==> config.mk <==
export PLATFORM = sky130hd
export DESIGN_NAME = pipe_ctrl
export DESIGN_NICKNAME = d
export VERILOG_FILES = /design/src/rtl/pipe_ctrl_pkg.sv /design/src/rtl/pipe_ctrl_wdt.sv /design/src/rtl/pipe_ctrl.sv
export SDC_FILE = /design/constraint.sdc
export NUM_CORES = 1
export LEC_CHECK = 0
export BUFFER_PORTS_ARGS = -buffer_cell sky130_fd_sc_hd__buf_2
export CAP_MARGIN = 25
export CORE_MARGIN = 1
export CORE_UTILIZATION = 27
export CTS_BUF_LIST = sky130_fd_sc_hd__clkbuf_16
export DETAILED_ROUTE_END_ITERATION = 6
export PLACE_DENSITY = 0.81
export SLEW_MARGIN = 20
export SYNTH_ARGS = -nofsm -noshare
export SYNTH_HDL_FRONTEND = slang
export SYNTH_HIERARCHICAL = 1
export SYNTH_SLANG_ARGS = --single-unit
export TNS_END_PERCENT = 1
==> constraint.sdc <==
create_clock -name clk -period 1.7 [get_ports clk]
set_clock_uncertainty 0.1 [all_clocks]
set_input_delay 0.17 -clock clk [delete_from_list [all_inputs] [get_ports clk]]
set_output_delay 0.17 -clock clk [all_outputs]
set_load 0.005 [all_outputs]
==> src/rtl/pipe_ctrl_pkg.sv <==
`default_nettype none
// ============================================================================
// Module      : pipe_ctrl_pkg
// Description : Shared hold levels, bus widths and FSM encodings for pipe_ctrl.
// Revision    : 1.0 - initial release
// ============================================================================
package pipe_ctrl_pkg;

    localparam int Hold_Flag_Bus = 3;
    localparam int INT_BUS       = 8;

    typedef logic [Hold_Flag_Bus-1:0] hold_flag_t;
    typedef logic [INT_BUS-1:0]       int_flag_t;

    localparam hold_flag_t Hold_None = 3'd0;
    localparam hold_flag_t Hold_Pc   = 3'd1;
    localparam hold_flag_t Hold_If   = 3'd2;
    localparam hold_flag_t Hold_Id   = 3'd3;

    localparam int_flag_t INT_NONE = 8'h00;

    localparam logic [0:0] STATE_IDLE  = 1'b0;
    localparam logic [0:0] STATE_FLUSH = 1'b1;

    function automatic hold_flag_t hold_max(input hold_flag_t a, input hold_flag_t b);
        return (a > b) ? a : b;
    endfunction

endpackage
`default_nettype wire

==> src/rtl/pipe_ctrl_wdt.sv <==
`default_nettype none
// ============================================================================
// Module      : pipe_ctrl_wdt
// Description : Saturating consecutive-hold counter with a sticky timeout flag.
// Revision    : 1.0 - initial release
// ============================================================================
module pipe_ctrl_wdt #(
    parameter int STALL_TIMEOUT = 1023
) (
    input  logic clk,
    input  logic rst,
    input  logic i_hold_active,
    output logic o_stall_timeout
);

    localparam logic [15:0] c_limit = 16'(STALL_TIMEOUT);

    logic [15:0] r_cnt;
    logic [15:0] w_cnt_next;
    logic        r_timeout;

    // Any hold-free cycle breaks the run and restarts the count.
    always_comb begin
        w_cnt_next = 16'd0;
        if (i_hold_active) begin
            w_cnt_next = (r_cnt == c_limit) ? r_cnt : r_cnt + 16'd1;
        end
    end

    always_ff @(posedge clk or posedge rst) begin
        if (rst) begin
            r_cnt     <= 16'd0;
            r_timeout <= 1'b0;
        end else begin
            r_cnt <= w_cnt_next;
            if (i_hold_active && (w_cnt_next == c_limit)) begin
                r_timeout <= 1'b1;
            end
        end
    end

    assign o_stall_timeout = r_timeout;

endmodule
`default_nettype wire

==> src/rtl/pipe_ctrl.sv <==
`default_nettype none
// ============================================================================
// Module      : pipe_ctrl
// Description : Pipeline hold/flush controller: merges stall requests,
//               sequences redirects plus bubble cycles, gates interrupts.
//               Optional stall watchdog enabled by PIPE_CTRL_WDT_EN.
// Revision    : 1.0 - initial release
// ============================================================================
module pipe_ctrl
    import pipe_ctrl_pkg::*;
#(
    parameter int FLUSH_CYCLES  = 1,
    parameter int STALL_TIMEOUT = 1023
) (
    input  logic                     clk,
    input  logic                     rst,
    input  logic                     jump_flag_i,
    input  logic [31:0]              jump_addr_i,
    input  logic                     int_assert_i,
    input  logic [31:0]              int_addr_i,
    input  logic                     hold_flag_ex_i,
    input  logic                     hold_flag_rib_i,
    input  logic                     hold_flag_clint_i,
    input  logic [INT_BUS-1:0]       int_flag_i,
    output logic [Hold_Flag_Bus-1:0] hold_flag_o,
    output logic                     jump_flag_o,
    output logic [31:0]              jump_addr_o,
    output logic [INT_BUS-1:0]       int_flag_o
`ifdef PIPE_CTRL_WDT_EN
    ,
    output logic                     stall_timeout_o
`endif
);

    localparam bit         c_flush_en   = (FLUSH_CYCLES > 0);
    localparam logic [3:0] c_flush_load = c_flush_en ? 4'(FLUSH_CYCLES - 1) : 4'd0;

    logic [0:0] r_state;
    logic [0:0] w_state_next;
    logic [3:0] r_cnt;
    logic [3:0] w_cnt_next;
    logic       w_redirect;
    hold_flag_t w_hold_fsm;
    hold_flag_t w_hold_req;
    hold_flag_t w_hold;

    assign w_redirect = int_assert_i | jump_flag_i;

    // State register
    always_ff @(posedge clk or posedge rst) begin
        if (rst) begin
            r_state <= STATE_IDLE;
            r_cnt   <= 4'd0;
        end else begin
            r_state <= w_state_next;
            r_cnt   <= w_cnt_next;
        end
    end

    // Next-state logic
    always_comb begin
        w_state_next = r_state;
        w_cnt_next   = r_cnt;
        case (r_state)
            STATE_IDLE: begin
                if (w_redirect && c_flush_en) begin
                    w_state_next = STATE_FLUSH;
                    w_cnt_next   = c_flush_load;
                end
            end
            STATE_FLUSH: begin
                if (w_redirect) begin
                    w_cnt_next = c_flush_load;
                end else if (r_cnt == 4'd0) begin
                    w_state_next = STATE_IDLE;
                end else begin
                    w_cnt_next = r_cnt - 4'd1;
                end
            end
            default: begin
                w_state_next = STATE_IDLE;
                w_cnt_next   = 4'd0;
            end
        endcase
    end

    // Output logic: the redirect itself flushes if_id/id_ex, bubbles follow from FLUSH.
    always_comb begin
        w_hold_fsm = (r_state == STATE_FLUSH) ? Hold_If : Hold_None;
        w_hold_req = Hold_None;
        if (hold_flag_rib_i) begin
            w_hold_req = Hold_Pc;
        end
        if (hold_flag_ex_i || hold_flag_clint_i || w_redirect) begin
            w_hold_req = Hold_Id;
        end
        w_hold = hold_max(w_hold_fsm, w_hold_req);

        hold_flag_o = w_hold;
        jump_flag_o = w_redirect;
        if (int_assert_i) begin
            jump_addr_o = int_addr_i;
        end else if (jump_flag_i) begin
            jump_addr_o = jump_addr_i;
        end else begin
            jump_addr_o = 32'd0;
        end

        if ((r_state == STATE_FLUSH) || w_redirect || (w_hold >= Hold_If)) begin
            int_flag_o = INT_NONE;
        end else begin
            int_flag_o = int_flag_i;
        end
    end

`ifdef PIPE_CTRL_WDT_EN
    pipe_ctrl_wdt #(
        .STALL_TIMEOUT (STALL_TIMEOUT)
    ) u_wdt (
        .clk             (clk),
        .rst             (rst),
        .i_hold_active   (w_hold != Hold_None),
        .o_stall_timeout (stall_timeout_o)
    );
`else
    logic w_unused_cfg;
    assign w_unused_cfg = ^16'(STALL_TIMEOUT);
`endif

endmodule
`default_nettype wire
==> results.toml <==
[detailed_routing]
ant_nets = 0
drtPass1Iterations = 4
routed_wl_um = 3020
num_vias = 1116
avgRoutedWirePerCell_um = 12.8
drc_errors = 0
drt_iter0_drc = 17
vias_per_cell = 4.75

[grt]
antenna_found_initial = 0
grt_first_pass_wirelength_um = 4120
grt_use_total_pct = 20.2
grt_max_degree = 21
grt_overflow = 0
first_global_vias = 957

[setup_path]
start_kind = "flip-flop"
ff2ff_path_depth = 5
worstSetupEndpointType = "output pin"
r2r_start = "r_cnt[0]$_DFFE_PP0P_"
cp.arrival_ns = 1.37
r2r-end = "r_cnt[0]$_DFFE_PP0P_"
critPathKind = "flip-flop to output pin"
path_max_fanout = 11
required_ns = 1.43
r2r_slack_ns = 0.07

[layout]
layout.nets = 286
diodes = 0
drive_gt1_share_pct = 65.9
areaGrowthSynthToFinish_pct = 105

[sta]
hold_slack_ns = 0.308
setup_tns_ns = 0
setup_viol = 0
slew_violations = 0
min_period_ns = 1.64
hold_violations = 0
clock.fmax_mhz = 610
period_share_pct = 96.4
rsz0062_at_grt = "true"

[synth]
ys_async_sr_fraction_pct = 100
ys_warn_count = 6
synth_compound_area_share_pct = 45.6
synth_mux_area_share_pct = 1.43
ys_types = 26
synth-adder-area-share_pct = 1.79
syn-num-nets = 164
yosys.area_share.simple_pct = 20.8
post_synth_instance_area_um2 = 699
synth_top_family_by_area = "compound AO/OA/AOI/OAI gates"
syn_inst = 84
yosys.area_share.xor_xnor_pct = 0
ys_ff_latch = 5
synth_edf_count = 0
synth.avg_cell_area_um2 = 8.33
synth_ff_type = "dfrtp_1"
yosysSeqAreaShare_pct = 17.9

[power]
leakage_uw = 0.000861
powerDensity_nw_per_um2 = 531
ir_drop_mv = 0.308

[floorplan]
dieArea_um2 = 2800
rows = 18
start_util_pct = 28.5
die_x_um = 52.9
core_um2 = 2450
die_y_um = 52.9
ios = 123

[clocking]
cts_setup_buffers = 0
cts.sinks = 5
cts_tree = "yes"
htree_levels = 1
root_buffer = "clkbuf_16"
clk_pin_slew_worst_paths_ns = 0.03
clockBufferDepth = 2
clk_latency_ns = 0.22
cts_buffers = 3

[placement]
io_buffers = 121
hpwlAfterDp_um = 2560
gp_congestion = 0.741

[min_path]
holdCritPathClass = "primary input to async pin"

[run]
drv_cap = 0

[outcome]
outcome = "completed"
worst max-delay path by stage:
stage	end	startpoint	slack, ns	cells after the start
6_report	int_flag_o[1]	r_state$_DFF_PP0_	0.06	3
3_3_place_gp	r_cnt[0]$_DFFE_PP0P_	r_cnt[0]$_DFFE_PP0P_	0.1	5
4_1_cts	int_flag_o[1]	r_state$_DFF_PP0_	0.005	3
2_1_floorplan	r_cnt[0]$_DFFE_PP0P_	r_cnt[0]$_DFFE_PP0P_	0.15	5
5_1_grt	int_flag_o[1]	r_state$_DFF_PP0_	0.002	3
3_5_place_dp	r_cnt[0]$_DFFE_PP0P_	r_cnt[0]$_DFFE_PP0P_	0.06	5
sequential cells by signal, indices dropped and copies added (netlist names):
register	count
r_state	1
r_cnt	4
routing by layer:
| layer | track usage, % | share of wire (%) |
|---|---|---|
| met1 | 19.5 | 33 |
| met5 | 0 | 0 |
| met3 | 8.05 | 11 |
| met2 | 38.0 | 55 |
| met4 | 7.02 | 0 |
worst max-delay path: stages (launching register included):
cell     delay, ns
dfrtp_2       0.48
nor4_4        0.37
and2_1        0.18
buf_2         0.11
through the flow:
step                util (%)  setup slack [ns]  cell area, um2  total power [uW]  cells
floorplan                  -             0.154             699               232     84
global placement        53.7            0.0951            1320               382    229
detailed placement      53.7            0.0648            1320               385    229
CTS                     57.3           0.00494            1410               761    234
global route            58.3           0.00197            1430               806    235
finish                  58.3            0.0613            1430               759    235
layout by cell type, fill, tap and decap left out:
cell,instances
buf_2,121
a22o_1,32
and2_1,8
inv_1,6
buf_4,5
dfrtp_1,4
nor2_1,3
clkbuf_16,3
nand2_1,2
a21oi_1,2
nor3_1,2
nor4_4,2
nand4b_1,1
or2_1,1
nor4b_1,1
mux2i_1,1
nor2b_2,1
o21ai_0,1
or3b_4,1
a21o_1,1
a211oi_1,1
a31o_2,1
and3_1,1
ha_1,1
conb_1,1
dlygate4sd3_1,1
dfrtp_2,1
logic make-up (layout without fill, tap and decap cells):
logic type,after synthesis,after routing
AO/OA/AOI/OAI,38,38
AND/OR/NAND/NOR,22,23
buffers and inverters,16,136
flip-flops,5,5
adder cells (fa/ha/maj),1,1
other,1,1
multiplexers,1,1
final cells by class:
cell class                 count  area, um2
fill                         248       1020
timing repair buffer         127        653
multi-input combinational     64        517
sequential                     5        126
clock buffer                   3       75.1
tap                           30       37.5
inverter                       5       18.8
clock inverter                 1       3.75
report_power, final:
| group | leakage [uW] | total, uW | internal [uW] | switching, uW |
|---|---|---|---|---|
| clock | 0.0000423 | 370 | 304 | 66.4 |
| combinational | 0.000753 | 263 | 157 | 106 |
| sequential | 0.0000655 | 126 | 121 | 4.62 |
| total | 0.000861 | 759 | 582 | 177 |
cells in the mapped netlist (2+ instances only):
master    instances  share of area (%)
clkbuf_1          4                2.1
a21oi_1           2                1.4
dfrtp_1           5                 18
and2_1            8                7.2
nand2_1           2                1.1
nor3_1            2                1.4
inv_1             5                2.7
a22o_1           32                 40
buf_2             4                2.9
nor2_1            3                1.6
buf_6             2                3.2
what timing repair did:
action / CTS / global route
hold buffers: 1 / 0
pin swaps: 1 / 2
endpoints found under the setup margin: 8 / 11
cloned: 0 / 1
gates resized for setup: 0 / 3
endpoints found under the hold margin: 5 / 0
(Power assumes the default switching activity.)
